==> src/rtl/fetch_unit_pkg.sv <==
// Shared CPU package: fetch FSM encoding, reset PC and PC increment.
package fetch_unit_pkg;

    typedef enum logic [1:0] {
        StIdle = 2'd0,
        StReq  = 2'd1,
        StHold = 2'd2,
        StErr  = 2'd3
    } fetch_state_e;

    localparam logic [31:0] ResetPcDefault = 32'h0000_0000;
    localparam logic [31:0] PcIncr         = 32'd4;

endpackage

==> src/rtl/next_pc_logic.sv <==
// Combinational next-PC selection: jr > jump > branch > sequential.
module next_pc_logic (
    input  logic [31:0] pc_plus4,
    input  logic        branch_taken,
    input  logic [15:0] branch_offset,
    input  logic        jump,
    input  logic [25:0] jump_index,
    input  logic        jr,
    input  logic [31:0] jr_target,
    output logic [31:0] next_pc,
    output logic        jr_misalign
);

    logic [31:0] branch_disp;

    // Sign-extended word offset, already shifted to a byte displacement.
    assign branch_disp = {{14{branch_offset[15]}}, branch_offset, 2'b00};

    // Priority select of the redirect target.
    always_comb begin
        next_pc     = pc_plus4;
        jr_misalign = 1'b0;
        if (jr) begin
            next_pc     = {jr_target[31:2], 2'b00};
            jr_misalign = (jr_target[1:0] != 2'b00);
        end else if (jump) begin
            next_pc = {pc_plus4[31:28], jump_index, 2'b00};
        end else if (branch_taken) begin
            next_pc = pc_plus4 + branch_disp;
        end
    end

endmodule

==> src/rtl/fetch_unit.sv <==
// Instruction fetch unit: one outstanding imem request, holds the fetched word
// until the CPU accepts it, then redirects or advances the PC.
module fetch_unit
    import fetch_unit_pkg::*;
#(
    parameter logic [31:0] RESET_PC = ResetPcDefault,
    parameter int unsigned TIMEOUT  = 15
) (
    input  logic        clk,
    input  logic        rst_n,
    output logic        imem_req,
    output logic [31:0] imem_addr,
    input  logic        imem_ack,
    input  logic [31:0] imem_rdata,
    output logic [31:0] instruction,
    output logic        instr_valid,
    input  logic        instr_ready,
    output logic [31:0] pc,
    output logic [31:0] pc_plus4,
    input  logic        branch_taken,
    input  logic [15:0] branch_offset,
    input  logic        jump,
    input  logic [25:0] jump_index,
    input  logic        jr,
    input  logic [31:0] jr_target,
    output logic        fetch_err,
    output logic        misalign_err
);

    localparam int unsigned CntW = (TIMEOUT < 2) ? 1 : $clog2(TIMEOUT + 1);
    // Value of the wait counter on the last no-ack REQ cycle allowed.
    localparam logic [CntW-1:0] WaitLast = CntW'((TIMEOUT == 0) ? 0 : TIMEOUT - 1);

    fetch_state_e    state_q, state_d;
    logic [31:0]     pc_q, pc_d;
    logic [31:0]     instr_q, instr_d;
    logic [CntW-1:0] wait_q, wait_d;

    logic [31:0] next_pc;
    logic        jr_misalign;
    logic        accept;

    assign pc_plus4 = pc_q + PcIncr;
    assign accept   = (state_q == StHold) && instr_ready;

    next_pc_logic u_next_pc_logic (
        .pc_plus4      (pc_plus4),
        .branch_taken  (branch_taken),
        .branch_offset (branch_offset),
        .jump          (jump),
        .jump_index    (jump_index),
        .jr            (jr),
        .jr_target     (jr_target),
        .next_pc       (next_pc),
        .jr_misalign   (jr_misalign)
    );

    // Next-state logic for the fetch FSM, wait counter, PC and instruction.
    always_comb begin
        state_d = state_q;
        pc_d    = pc_q;
        instr_d = instr_q;
        wait_d  = wait_q;
        unique case (state_q)
            StIdle: begin
                state_d = StReq;
                wait_d  = '0;
            end
            StReq: begin
                if (imem_ack) begin
                    instr_d = imem_rdata;
                    state_d = StHold;
                    wait_d  = '0;
                end else if (wait_q == WaitLast) begin
                    state_d = StErr;
                end else begin
                    wait_d = wait_q + CntW'(1);
                end
            end
            StHold: begin
                if (accept) begin
                    pc_d    = next_pc;
                    state_d = StReq;
                    wait_d  = '0;
                end
            end
            StErr: begin
                // Sticky until reset.
            end
            default: state_d = StIdle;
        endcase
    end

    // State registers with asynchronous active-low reset.
    always_ff @(posedge clk or negedge rst_n) begin
        if (!rst_n) begin
            state_q <= StIdle;
            pc_q    <= RESET_PC;
            instr_q <= '0;
            wait_q  <= '0;
        end else begin
            state_q <= state_d;
            pc_q    <= pc_d;
            instr_q <= instr_d;
            wait_q  <= wait_d;
        end
    end

    assign imem_req     = (state_q == StReq);
    assign imem_addr    = pc_q;
    assign instruction  = instr_q;
    assign instr_valid  = (state_q == StHold);
    assign pc           = pc_q;
    assign fetch_err    = (state_q == StErr);
    // Redirect inputs only matter on the accept cycle, so the pulse is one cycle.
    assign misalign_err = accept && jr && jr_misalign;

endmodule

==> config.mk <==
export PLATFORM = sky130hd
export DESIGN_NAME = fetch_unit
export DESIGN_NICKNAME = d
export VERILOG_FILES = /design/src/rtl/fetch_unit_pkg.sv /design/src/rtl/next_pc_logic.sv /design/src/rtl/fetch_unit.sv
export SDC_FILE = /design/constraint.sdc
export NUM_CORES = 1
export LEC_CHECK = 0
export BUFFER_PORTS_ARGS = -buffer_cell sky130_fd_sc_hd__buf_2
export CAP_MARGIN = 15
export CELL_PAD_IN_SITES_DETAIL_PLACEMENT = 0
export CELL_PAD_IN_SITES_GLOBAL_PLACEMENT = 1
export CORE_UTILIZATION = 32
export CTS_CLUSTER_DIAMETER = 80
export CTS_CLUSTER_SIZE = 12
export DETAILED_ROUTE_END_ITERATION = 16
export GPL_TIMING_DRIVEN = 1
export HOLD_SLACK_MARGIN = 0.03
export PLACE_DENSITY_LB_ADDON = 0.1
export SYNTH_ARGS = -nofsm -noshare
export SYNTH_HDL_FRONTEND = slang
export SYNTH_SLANG_ARGS = --single-unit
export TNS_END_PERCENT = 5
==> constraint.sdc <==
create_clock -name clk -period 3.6 [get_ports clk]
set_input_delay 0.72 -clock clk [delete_from_list [all_inputs] [get_ports clk]]
set_output_delay 0.72 -clock clk [all_outputs]
set_load 0.005 [all_outputs]
# After elaboration in Yosys (flattened, before gate mapping)
# Cells that the tools add are included.
classes:
  n_eq_ne: 7
  bitwise: 0
  n_mul: 0
  n_addsub: 3
  n_shift: 0
  n_lt_le_gt_ge: 0
  reduce_logical: 10
  muxes: 12
  n_div: 0
ops:
  columns: ["op", "count"]
  rows:
  - ["32-bit two-way mux", 3]
  - ["32-bit by 3-bit adder with 32-bit output, second input constant", 1]
  - ["32-bit adder", 1]
  - ["4-bit two-way mux", 3]
  - ["4-bit case mux with 3 select lines", 1]
  - ["2-bit two-way mux", 3]
  - ["2-bit case mux with 3 select lines", 1]
  - ["3-bit AND reduction", 2]
  - ["4-bit by 1-bit adder with 4-bit output, second input constant", 1]
  - ["2-bit equality test, second input constant", 2]
  - ["4-bit equality test, second input constant", 1]
  - ["2-bit AND reduction", 2]
  - ["1-bit logical AND", 3]
  - ["3-bit by 1-bit != test with 1-bit output, second input constant", 1]
  - ["3-bit != test, second input constant", 1]
  - ["3-bit nonzero test", 1]
  - ["2-bit by 1-bit equality test with 1-bit output, second input constant", 1]
  - ["2-bit zero test", 1]
  - ["2-bit by 1-bit != test with 1-bit output, second input constant", 1]
  - ["2-bit nonzero test", 1]
  - ["1-bit two-way mux", 1]
word_totals:
  elab_cells: 36
  ff_bits: 70
  mem_bits_rw: 0
  n_memories: 0
  latch_bits: 0
  mem_bits_ro: 0
  output_inout_bits: 132

# Logic depth before layout (Yosys ltp)
# Gate-level depths: netlist of the first run.
logic_depth:
  word_depth: 5
  ltp_mapped: 17

# By module
# A second synthesis of the first run with hierarchy kept.
unflattened:
  cells_unflattened: 686
  hier_area_um2: 6143.4
modules_own_cells:
  columns: ["mod", "instances", "cells_each", "area_per_inst_um2"]
  rows:
  - ["fetch_unit", 1, 292, 3565.9]
  - ["next_pc_logic", 1, 394, 2577.5]

# Worst setup path after synthesis of the first run
# OpenSTA, ideal clock, no wires.
synth_path:
  path_kind: "reg2reg"
  startpoint: "register pc_q[2], in the netlist imem_addr[2]"
  endpoint: "register pc_q[23], in the netlist imem_addr[23]"
  arrival_time_ps: 3786
  path_stages_with_launch: 17
  synth_period_minus_slack_ps: 3911
  slack_ps: -311
  cell_sequence: "dfrtp_1 -> ha_1 -> and4_2 -> nand4_1 -> nor2_1 -> xor2_1 -> ha_1 -> clkbuf_1 -> a21o_1 -> a21o_1 -> or3_1 -> a31o_2 -> a31oi_1 -> o21ai_0 -> a311o_1 -> a21oi_1 -> o21ai_1"
synth_between:
  elab_chain_cells: 5
synth_rtl:
  columns: ["element", "line", "source"]
  rows:
  - ["start, declared", "fetch_unit.sv:35", "logic [31:0] pc_q, pc_d;"]
  - ["start signal, assigned", "fetch_unit.sv:103", "pc_q <= pc_d;"]
  - ["32-bit by 3-bit adder with 32-bit output", "fetch_unit.sv:43", "assign pc_plus4 = pc_q + PcIncr;"]
  - ["named net pc_plus4[14]", "fetch_unit.sv:19", "output logic [31:0] pc_plus4,"]
  - ["32-bit adder", "next_pc_logic.sv:29", "next_pc = pc_plus4 + branch_disp;"]
  - ["32-bit two-way mux", "next_pc_logic.sv:28", "end else if (branch_taken) begin"]
  - ["32-bit two-way mux", "next_pc_logic.sv:26", "end else if (jump) begin"]
  - ["32-bit two-way mux", "next_pc_logic.sv:23", "if (jr) begin"]
# The timed path passes the listed nets, and every way through them passes these cells.
# A chain may end at the register's enable or synchronous reset.

# Final worst setup path of the first run
layout_path:
  startpoint: "register pc_q[3], in the netlist imem_addr[3]"
  endpoint: "register pc_q[23], in the netlist imem_addr[23]"
layout_between:
  elab_chain_cells: 5
layout_rtl:
  columns: ["element", "line"]
  rows:
  - ["32-bit by 3-bit adder with 32-bit output *", "fetch_unit.sv:43"]
  - ["32-bit adder", "next_pc_logic.sv:29"]
  - ["32-bit two-way mux *", "next_pc_logic.sv:28"]
  - ["32-bit two-way mux *", "next_pc_logic.sv:26"]
  - ["32-bit two-way mux *", "next_pc_logic.sv:23"]
# Mark *: on every way between the ends. The rest lies on a longest branch, timed or not.

==> results of run 1 <==
## report_power, final
part | switching [mW] | total, mW | internal, mW
clock | 0.387 | 0.934 | 0.546
combinational | 2.23 | 4.42 | 2.19
sequential | 0.278 | 1.39 | 1.12
## state kept, by name, indices dropped and copies added, names as in the netlist
name	cells
wait_q	4
imem_addr	30
instruction	32
state_q	2
## cells by family after synthesis
kind of cell	after synthesis
buf+inv	80
other cells	1
simple gates	202
mux	36
xor+xnor	56
fa+ha+maj	39
flops	68
compound gates	193
## layout by cell type (no fill, tap or decap), types with 7 or more instances in the layout
cell	instances
nand4_1	16
inv_1	15
xor2_1	21
nor2_1	54
mux2_2	32
buf_4	95
o21ai_0	36
a21o_1	22
o22ai_1	9
a21oi_1	49
nand3_1	23
nor3_1	8
a211oi_1	10
dfrtp_1	68
clkbuf_16	9
xnor2_1	29
a31oi_1	7
ha_1	35
buf_2	238
o21a_1	8
nand2_1	58
## Yosys cell counts (all sizes together), types with 4 or more instances
cell / instances
a31oi: 9
o21ai: 42
o21a: 8
mux2: 32
mux2i: 4
xor2: 22
inv: 15
o22ai: 9
nand4: 16
nand3: 23
xnor2: 34
and2: 4
clkbuf: 23
nor3: 13
buf: 42
and3: 5
a21oi: 51
o211ai: 5
nand2b: 5
a21o: 22
nand2: 58
nor2: 58
a221oi: 6
and4: 6
a211oi: 11
ha: 38
dfrtp: 68
o221ai: 4
## timing repair
item                                    CTS  global route
endpoints found under the setup margin   10            16
setup buffers                             5             7
gates cloned                              0             0
gates resized for setup                   7            33
pin swaps                                 7            23
## layer usage
layer	track usage (%)	vias up	wire, um
li1	-	2978	-
met1	30.9	2949	9710
met2	41.8	242	11300
met3	4.18	27	1560
met4	7.59	2	365
met5	0	-	11
## per-stage QoR
step / hold slack (ps) / instance area, um^2
global route: 427 / 8110
floorplan: 424 / 5800
global placement: 482 / 7520
detailed placement: 488 / 7520
finish: 387 / 8110
CTS: 408 / 7910
## area by class of cell
| type | count | area [um^2] |
|---|---|---|
| antenna | 1 | 2.50 |
| clock buffer | 9 | 225 |
| clock inverter | 7 | 81.3 |
| fill | 1764 | 9310 |
| inverter | 15 | 56.3 |
| multi-input combinational | 532 | 3840 |
| sequential | 68 | 1700 |
| tap | 225 | 282 |
| timing repair buffer | 334 | 1920 |
## critical path: stages, from the launching register on
cell	delay, ps
dfrtp_1	430
ha_4	170
and4_4	240
nand4_1	150
nor2_2	200
xor2_2	180
ha_1	280
a21o_1	180
a21o_1	260
or3_4	390
a31o_4	240
a31oi_4	160
o21ai_2	100
a311o_1	280
a21oi_1	170
o21ai_1	90
## path summary, 6_finish.rpt
path                                        startpoint                          end  slack [ps]  cells past startpoint
min in group clk           instruction[16]$_DFFE_PN0P_  instruction[16]$_DFFE_PN0P_         500                      1
hold / removal                                   rst_n   instruction[1]$_DFFE_PN0P_         390                      2
hold reg to reg            instruction[16]$_DFFE_PN0P_  instruction[16]$_DFFE_PN0P_         500                      1
max in group asynchronous                        rst_n    imem_addr[18]$_DFFE_PN0P_        2880                      2
setup / recovery              imem_addr[3]$_DFFE_PN0P_    imem_addr[23]$_DFFE_PN0P_         -20                     15
setup reg to reg              imem_addr[3]$_DFFE_PN0P_    imem_addr[23]$_DFFE_PN0P_         -20                     15
==> metrics.md, run 1 <==
| Metric | Value |
|---|---|
| Peak VDD IR | about 0.36 mV |
| First-pass GRT wire length | 33.8 mm |
| Number of synthesized flops with an enable pin | 0 |
| Post-cts hold buffer count | 0 |
| Failing checks | setup timing |
| Drt via density | 5.20 |
| Netlist Area Pre-Place | 0.00574 mm^2 |
| Largest net degree at the start of global routing | 69 |
| Cells after Synth | about 680 |
| Layout Skew | just under 8 ps |
| Drt initial violations | 352 |
| Min-Delay Path Class | input pin to async pin |
| Final ANT Viol Nets | 0 |
| Die area | 0.0185 mm^2 |
| Die Width | 136 um |
| Sink Count | 68 |
| Final Hold Vio Count | 0 |
| CTS HTree Levels | 3 |
| Number of global-route vias before repair | around 6000 |
| Mux cell area share after synthesis | 6.98% |
| Final net count | 1112 |
| WL final | 22.9 mm |
| DP HPWL | 18.0 mm |
| Post-synthesis simple-gate area fraction | 16.9% |
| RSZ-0062 raised after global routing | true |
| Adder-Cell Fraction of Synth Area | 8.63% |
| Measured slew at the worst slew-check pin | 714 ps |
| Starting Density | between 30% and 40% |
| Slew Limit Headroom | 52.3% |
| YS warnings | 0 |
| Critical path capture point type | register |
| Clk root buf | clkbuf_16 |
| Most common flop cell mapped by yosys | dfrtp_1 |
| All-Layer GR Usage | 24.4% |
| Final Cycle Share | 101% |
| Leak | between 4 and 5 nW |
| Final Critical Period | 3620 ps |
| Largest family of logic cells by synthesized area | compound AO/OA/AOI/OAI gates |
| Longest Clk Path Bufs | 2 |
| Pre-CTS setup slack | -194 ps |
| Avg Inst Size Synth | ~8.5 um^2 |
| FF+latch count, synth | between 60 and 70 |
| Distinct cells, synth | 57 |
| Crit start category | register |
| # setup viols final | 2 |
| Port Buffer Count | 238 |
| Post-Synth XOR/XNOR Area | 8.55% |
| Max-slew violation count | 0 |
| TNS Setup | -22.5 ps |
| Initial antenna violation count | 2 |
| Utilization after layout | 46.6% |
| Cts bufs inserted | 9 |
| I/O pin count | 245 |
| Sequential area share after synthesis | between 20 and 30% |
| Number of max-cap violations | 0 |
| Post-synth top area share | 29.7% |
| Core Area | around 0.017 mm^2 |
| CP arrival | between 3000 and 4000 ps |
| Clock Latency Late Sink | 350 ps |
| DRC viols | 0 |
| Clk slew on worst S/H paths | 70 ps |
| TritonCTS clock tree | built |
| Ys async rst share | 100% |
| Gpl congestion | 0.976 |
| Synth-to-Final Area Change | 41.4% |
| Top post-synthesis cells by area | dfrtp_1 (30%), ha_1 (8.3%), mux2_2 (6.3%) |
| Placed insts | 1162 |
| Remaining Overflow, GRT | 0 |
| Worst endpoint required time | between 3000 and 4000 ps |
| Pre-antenna DRT Iters | 4 |
| Final WS setup | -22.0 ps |
| Die height | roughly 140 um |
| Setup CP Type | register to register |
| Core Rows | 48 |
| Via count | 6198 |
| Post-synth top area cell | dfrtp_1 |
| Max Freq | 276 MHz |
| Status | finished with violations |
| Avg WL per Cell | around 19 um |
| Crit path max fanout | 4 |
| PwrDens | 832 mW/mm^2 |
| Tot Pwr | between 6 and 7 mW |
| Final non-filler cell total | 1191 |
| Compound-Gate Fraction of Synth Area | 21.5% |
| Layout cells sized above 1 | 43.9% |
No activity file was read; power rests on OpenSTA's default activity.
==> run 2, diff against run 1 <==
--- a/config.mk
+++ b/config.mk
@@ -9,6 +9,7 @@
 export CAP_MARGIN = 15
 export CELL_PAD_IN_SITES_DETAIL_PLACEMENT = 0
 export CELL_PAD_IN_SITES_GLOBAL_PLACEMENT = 1
+export CORE_MARGIN = 8
 export CORE_UTILIZATION = 32
 export CTS_CLUSTER_DIAMETER = 80
 export CTS_CLUSTER_SIZE = 12
==> run 2 against run 1 <==
Compared with the run above:
- the flow now finishes without violations
- sequential power about the same
- utilization fell by 1.2 points
- global-route usage is 3.2 points lower
- non-clock buffer count shrank 11
- first-iteration DRC count fell by 47%
- worst hold slack better by 86 ps
- largest power group unchanged
- register-to-register slack improved by 160 ps
- design area decreased by 0.48%
- maximum frequency grew 4.6%
- worst setup slack better by 160 ps
- total power hardly changed
==> metrics.md, run 2 (synthesized netlist as in run 1, its figures left out) <==
| Metric | Value |
|---|---|
| Pre-antenna DRT Iters | 5 (+1) |
| Final Cycle Share | 96.1% (-4.5 points) |
| # setup viols final | 0 (-2) |
| Port Buffer Count | 238 (unchanged) |
| Drt initial violations | 185 (-47%) |
| Final net count | 1101 (-0.99%) |
| CP bufs+invs | 4 (+4) |
| DRC viols | 0 (unchanged) |
| Remaining Overflow, GRT | 0 (unchanged) |
| Leak | 4.03 nW (-1.3%) |
| Crit-path max cell delay | 430 ps (about the same) |
| DP HPWL | 19.9 mm (+11%) |
| Clk root buf | clkbuf_16 |
| CP delay by family, top | simple AND/OR/NAND/NOR gates |
| Slew Limit Headroom | 43.1% (-9.1 points) |
| Layout cells sized above 1 | 44.2% (+0.30 points) |
| Die area | 0.0225 mm^2 (+22%) |
| Critical Path Source | imem_addr[2]$_DFFE_PN0P_ |
| Number of max-cap violations | 0 (unchanged) |
| Clk slew on worst S/H paths | 60 ps (about the same) |
| Final Hold Vio Count | 0 (unchanged) |
| Worst endpoint required time | 3860 ps (+30 ps) |
| Status | completed |
| Synth-to-Final Area Change | 40.7% |
| Most frequent cells in the layout | buf_2 (238), buf_4 (84), dfrtp_1 (67), nand2_1 (58), nor2_1 (52) |
| Min-Delay Path Class | input pin to async pin |
| Avg WL per Cell | 20.8 um (+8.2%) |
| Placed insts | 1164 (+0.17%) |
| All-Layer GR Usage | 21.2% (-3.2 points) |
| Number of global-route vias before repair | 6216 (+4.4%) |
| Peak VDD IR | 0.337 mV (-5.8%) |
| Max-slew violation count | 0 (unchanged) |
| CTS HTree Levels | 3 (unchanged) |
| Clock Latency Late Sink | 350 ps (about the same) |
| Final Critical Period | 3460 ps (-161 ps) |
| Final non-filler cell total | 1184 (-0.59%) |
| Commonest non-fill, non-tap cell in the layout | buf_2 |
| Starting Density | 32.3% (-0.67 points) |
| R2r worst-path depth | 16 (+1) |
| RSZ-0062 raised after global routing | true |
| Setup crit end | imem_addr[31]$_DFFE_PN0P_ |
| First-pass GRT wire length | 36.2 mm (+7.4%) |
| I/O pin count | 245 (unchanged) |
| TritonCTS clock tree | built |
| WL final | 24.7 mm (+7.5%) |
| Die Width | 150 um (+10%) |
| Crit path max fanout | 6 (+2) |
| Sink Count | 68 (unchanged) |
| Final WS setup | 139 ps (+161 ps) |
| PwrDens | 836 mW/mm^2 (+0.52%) |
| Cts bufs inserted | 9 (unchanged) |
| Post-cts hold buffer count | 0 (unchanged) |
| Die height | 150 um (+10%) |
| Most common cell on crit path | buf_4 |
| Filler cells | 1811 (+2.7%) |
| Layout Skew | 6.05 ps (-1.82 ps) |
| Slowest cell on crit path | or3_4 |
| Final ANT Viol Nets | 0 (unchanged) |
| Measured slew at the worst slew-check pin | 853 ps (+139 ps) |
| Initial antenna violation count | 0 (-2) |
| Max Freq | 289 MHz (+4.6%) |
| Worst R2R Setup Slack | 140 ps (+160 ps) |
| Reg2reg end | imem_addr[31]$_DFFE_PN0P_ |
| Crit start category | register |
| Setup CP Type | register to register |
| Pre-CTS setup slack | -50.2 ps (+144 ps) |
| TNS Setup | 0 ps (+22.5 ps) |
| Largest net degree at the start of global routing | 38 (-45%) |
| Core Rows | 49 (+2.1%) |
| Critical path capture point type | register |
| Core Area | 0.0178 mm^2 (+2.1%) |
| CP arrival | 3720 ps (-130 ps) |
| Longest Clk Path Bufs | 2 (unchanged) |
| Number of cells on the critical path | 16 (+1) |
| Max reg flops | 32 (unchanged) |
| Gpl congestion | 0.905 (-7.3%) |
| Drt via density | 5.17 (-0.67%) |
| Reg-to-Reg Start | imem_addr[2]$_DFFE_PN0P_ |
| Crit-path cells | buf_4 -> nand2_1 -> or2_4 -> or3_4 -> buf_4 -> nor2_2 -> xor2_1 -> buf_4 -> ha_4 -> nand4_1 -> nor3_2 -> a31oi_4 -> o311ai_2 -> buf_4 -> nand4_1 -> o2111ai_1 |
| Via count | 6120 (-1.3%) |
## run 2: cell types whose count changed in the layout (fill, tap and decap cells not counted), sizes merged
cell,delta
buf,-11
clkinvlp,+1
inv,+1
clkinv,-2
## run 2: report_power, final
group	leakage [nW]	switching (mW)	internal [mW]
registers	0.824	0.307	1.12
clock network	0.145	0.394	0.549
logic	3.06	2.25	2.14
## run 2: cell type report
type,count,area (um^2),share of cell area (%)
inverter,15,56.3,0.697
clock buffer,9,225,2.79
sequential,68,1700,21.1
tap,229,287,3.55
timing repair buffer,323,1840,22.8
clock inverter,7,82.6,1.02
antenna,1,2.50,0.0310
multi-input combinational,532,3870,48.0
## run 2: worst reg2reg max path: stages, from the launching register on
cell       delay, ps
dfrtp_1          340
buf_4            140
nand2_1           80
or2_4            290
or3_4            430
buf_4            170
nor2_2           110
xor2_1            90
buf_4            170
ha_4             280
nand4_1          170
nor3_2           300
a31oi_4          180
o311ai_2         250
buf_4            160
nand4_1           80
o2111ai_1        120
## run 2: layer usage
layer / routed length (um) / part of all wire (%) / global-route usage [%] / vias up
met1: 11100 / 45 / 27.5 / 2925
met4: 354 / 1.4 / 5.85 / 0
li1: - / - / - / 2972
met3: 1650 / 6.7 / 4.26 / 21
met5: 0 / 0 / 0 / -
met2: 11600 / 47 / 35.0 / 202
## run 2: worst min-delay path by stage
stage	from	to	slack [ps]	cells after the start
6_report	rst_n	instruction[14]$_DFFE_PN0P_	470	1
5_1_grt	rst_n	instruction[15]$_DFFE_PN0P_	520	1
4_1_cts	rst_n	instruction[14]$_DFFE_PN0P_	480	1
3_5_place_dp	instruction[28]$_DFFE_PN0P_	instruction[28]$_DFFE_PN0P_	490	1
3_3_place_gp	instruction[8]$_DFFE_PN0P_	instruction[8]$_DFFE_PN0P_	480	1
2_1_floorplan	rst_n	imem_addr[10]$_DFFE_PN0P_	420	0
## run 2: stage by stage
step / power (mW) / instance area, um^2 / hold WS [ps] / utilization (%)
2_1_floorplan: 3.84 / 5800 / 424 / -
3_3_place_gp: 5.59 / 7510 / 481 / 42.3
3_5_place_dp: 5.60 / 7510 / 489 / 42.3
4_1_cts: 6.59 / 7820 / 485 / 44.0
5_1_grt: 7.27 / 8070 / 516 / 45.4
6_report: 6.75 / 8070 / 473 / 45.4
## run 2: what timing repair did
item / 4_1_cts / 5_1_grt
resized for setup: 1 / 47
setup endpoints to repair: 4 / 15
pin swaps: 0 / 17
setup buffers: 0 / 3
==> run 3, diff against run 2 <==
--- a/config.mk
+++ b/config.mk
@@ -17,6 +17,7 @@
 export GPL_TIMING_DRIVEN = 1
 export HOLD_SLACK_MARGIN = 0.03
 export PLACE_DENSITY_LB_ADDON = 0.1
+export SETUP_SLACK_MARGIN = 0.2
 export SYNTH_ARGS = -nofsm -noshare
 export SYNTH_HDL_FRONTEND = slang
 export SYNTH_SLANG_ARGS = --single-unit
==> run 3 against run 2 <==
Compared with the run above:
- final cell count is essentially flat
- critical path type unchanged
- sequential cell count is the same
- worst hold slack gained 4.4 ps
- clock-buffer cell count is the same
- highest routed layer unchanged
- critical endpoint is now imem_addr[23]$_DFFE_PN0P_
- total power is essentially flat
- critical path depth shrank 1
- combinational power is essentially flat
==> metrics.md, run 3 (synthesized netlist as in run 1, its figures left out) <==
| Metric | Value |
|---|---|
| Status | completed |
| Crit start category | register |
| Core Rows | 49 (unchanged) |
| Min-Delay Path Class | input pin to async pin |
| Clk root buf | clkbuf_16 |
| Remaining Overflow, GRT | 0 (unchanged) |
| Leak | 4.03 nW (about the same) |
| Measured slew at the worst slew-check pin | 860 ps (+6.55 ps) |
| Die area | 0.0225 mm^2 (unchanged) |
| Starting Density | 32.3% (unchanged) |
| CTS HTree Levels | 3 (unchanged) |
| Peak VDD IR | 0.337 mV (about the same) |
| CP arrival | 3700 ps (-20 ps) |
| Setup CP Type | register to register |
| Gpl congestion | 0.905 (unchanged) |
| Drt initial violations | 229 (+24%) |
| Fin area | 0.00808 mm^2 (+0.12%) |
| Final Hold Vio Count | 0 (unchanged) |
| Max Freq | 288 MHz (-0.22%) |
| Slowest cell on crit path | or3_4 |
| Critical path capture point type | register |
| Via count | 6150 (+0.49%) |
| Largest net degree at the start of global routing | 38 (unchanged) |
| Net Sw Frac | 43.6% (-0.096 points) |
| DP HPWL | 19.9 mm (unchanged) |
| Die Width | 150 um (unchanged) |
| Longest Clk Path Bufs | 2 (unchanged) |
| First-pass GRT wire length | 36.5 mm (+0.80%) |
| Core Area | 0.0178 mm^2 (unchanged) |
| Pint | 3.81 mW (+0.17%) |
| Tot Pwr | 6.75 mW (about the same) |
| Drt via density | 5.19 (+0.41%) |
| Filler cells | 1813 (+0.11%) |
| Synth-to-Final Area Change | 40.9% |
| Avg WL per Cell | 20.8 um (-0.31%) |
| Clock share of power | 13.9% (about the same) |
| RSZ-0062 raised after global routing | true |
| Cts bufs inserted | 9 (unchanged) |
| Crit-path cells | ha_2 -> and4_4 -> nand4_1 -> nor2_1 -> xor2_1 -> ha_1 -> a21o_1 -> a21o_1 -> or3_4 -> a31o_4 -> a31oi_4 -> o21ai_4 -> a311o_1 -> a21oi_2 -> o21ai_1 |
| Gate power share | 65.0% (about the same) |
| Most common cell on crit path | a21o_1 |
| PwrDens | 835 mW/mm^2 (-0.12%) |
| Worst endpoint required time | 3830 ps (-30 ps) |
| Seq pwr share | 21.1% (about the same) |
| Sink Count | 68 (unchanged) |
| Register area | 0.00170 mm^2 (unchanged) |
| Most frequent cells in the layout | buf_2 (238), buf_4 (85), dfrtp_1 (67), nand2_1 (58), nor2_1 (54) |
| Final net count | 1102 (+0.091%) |
| Clock Latency Late Sink | 340 ps (about the same) |
| Initial antenna violation count | 0 (unchanged) |
| Worst R2R Setup Slack | 130 ps (about the same) |
| TritonCTS clock tree | built |
| Port Buffer Count | 238 (unchanged) |
| WL final | 24.6 mm (-0.23%) |
| Slew Limit Headroom | 42.7% (-0.44 points) |
| Placed insts | 1164 (unchanged) |
| Multi-input gate area | 0.00388 mm^2 (about the same) |
| Placed Area | 0.00751 mm^2 (unchanged) |
| Die height | 150 um (unchanged) |
| Final Critical Period | 3470 ps (+7.74 ps) |
| Max-slew violation count | 0 (unchanged) |
| Psw | 2.94 mW (-0.21%) |
| Layout cells sized above 1 | 44.1% (-0.15 points) |
| Final non-filler cell total | 1185 (+0.084%) |
| Clk slew on worst S/H paths | 70 ps (about the same) |
| Max reg flops | 32 (unchanged) |
| All-Layer GR Usage | 21.3% (+0.14 points) |
| Number of max-cap violations | 0 (unchanged) |
| # setup viols final | 0 (unchanged) |
| Final ANT Viol Nets | 0 (unchanged) |
| Pre-antenna DRT Iters | 5 (unchanged) |
| DRC viols | 0 (unchanged) |
| Post-cts hold buffer count | 0 (unchanged) |
| Layout Skew | 6.77 ps (+0.721 ps) |
| Final Cycle Share | 96.4% (+0.22 points) |
| Crit path max fanout | 5 (-1) |
| Crit-path max cell delay | 380 ps (-50 ps) |
| Number of global-route vias before repair | 6264 (+0.77%) |
| Commonest non-fill, non-tap cell in the layout | buf_2 |
| I/O pin count | 245 (unchanged) |
==> run 3: layout make-up <==
class / instances / area share [%]
Clock inverter: 7 / 1.02
Multi-Input combinational cell: 532 / 48.0
Tap cell: 229 / 3.54
Inverter: 15 / 0.697
Sequential cell: 68 / 21.1
Clock buffer: 9 / 2.79
Antenna cell: 1 / 0.0310
Timing Repair Buffer: 324 / 22.9
==> run 3: worst paths after layout <==
kind                                                  start                           to  depth (start not counted)
worst min-delay path                                  rst_n  instruction[14]$_DFFE_PN0P_                          1
worst max register to register     imem_addr[3]$_DFFE_PN0P_    imem_addr[23]$_DFFE_PN0P_                         15
max in group asynchronous                             rst_n    imem_addr[20]$_DFFE_PN0P_                          2
worst max-delay path               imem_addr[3]$_DFFE_PN0P_    imem_addr[23]$_DFFE_PN0P_                         15
min in group clk                instruction[20]$_DFFE_PN0P_  instruction[20]$_DFFE_PN0P_                          1
worst min register to register  instruction[20]$_DFFE_PN0P_  instruction[20]$_DFFE_PN0P_                          1
==> run 3: what timing repair did <==
action,4_1_cts,5_1_grt
resized for setup,26,21
pin swaps,11,15
setup endpoints to repair,15,22
setup buffers,1,3
==> run 3: per-stage QoR <==
stage | util, % | setup TNS, ps | setup slack, ps | hold slack, ps
2_1_floorplan | - | -134 | -84.1 | 424
3_3_place_gp | 42.3 | -87.8 | -79.9 | 481
3_5_place_dp | 42.3 | -103 | -50.2 | 489
4_1_cts | 44.7 | 0 | 151 | 485
5_1_grt | 45.4 | -171 | -53.7 | 516
6_report | 45.5 | 0 | 131 | 478
==> run 3: power by group through the flow <==
stage	Combinational (mW)	Clock (mW)	Sequential, mW
floorplan	2.37	0	1.47
global placement	4.17	0	1.42
detailed placement	4.17	0	1.43
CTS	4.29	0.972	1.42
global route	4.80	1.00	1.48
finish	4.39	0.942	1.42
==> run 3: routing by layer <==
layer / global-route usage [%] / vias up / routed length, um
met4: 5.90 / 0 / 393
met1: 27.6 / 2906 / 10900
met5: 0 / - / 0
li1: - / 2975 / -
met3: 4.41 / 24 / 1870
met2: 35.2 / 245 / 11500
==> run 3: critical path: cells and delay by family (launching register included) <==
family          cells  cell delay, ps
xor+xnor            1             220
flops               1             350
simple gates        4             920
fa+ha+maj           2             460
compound gates      8            1400
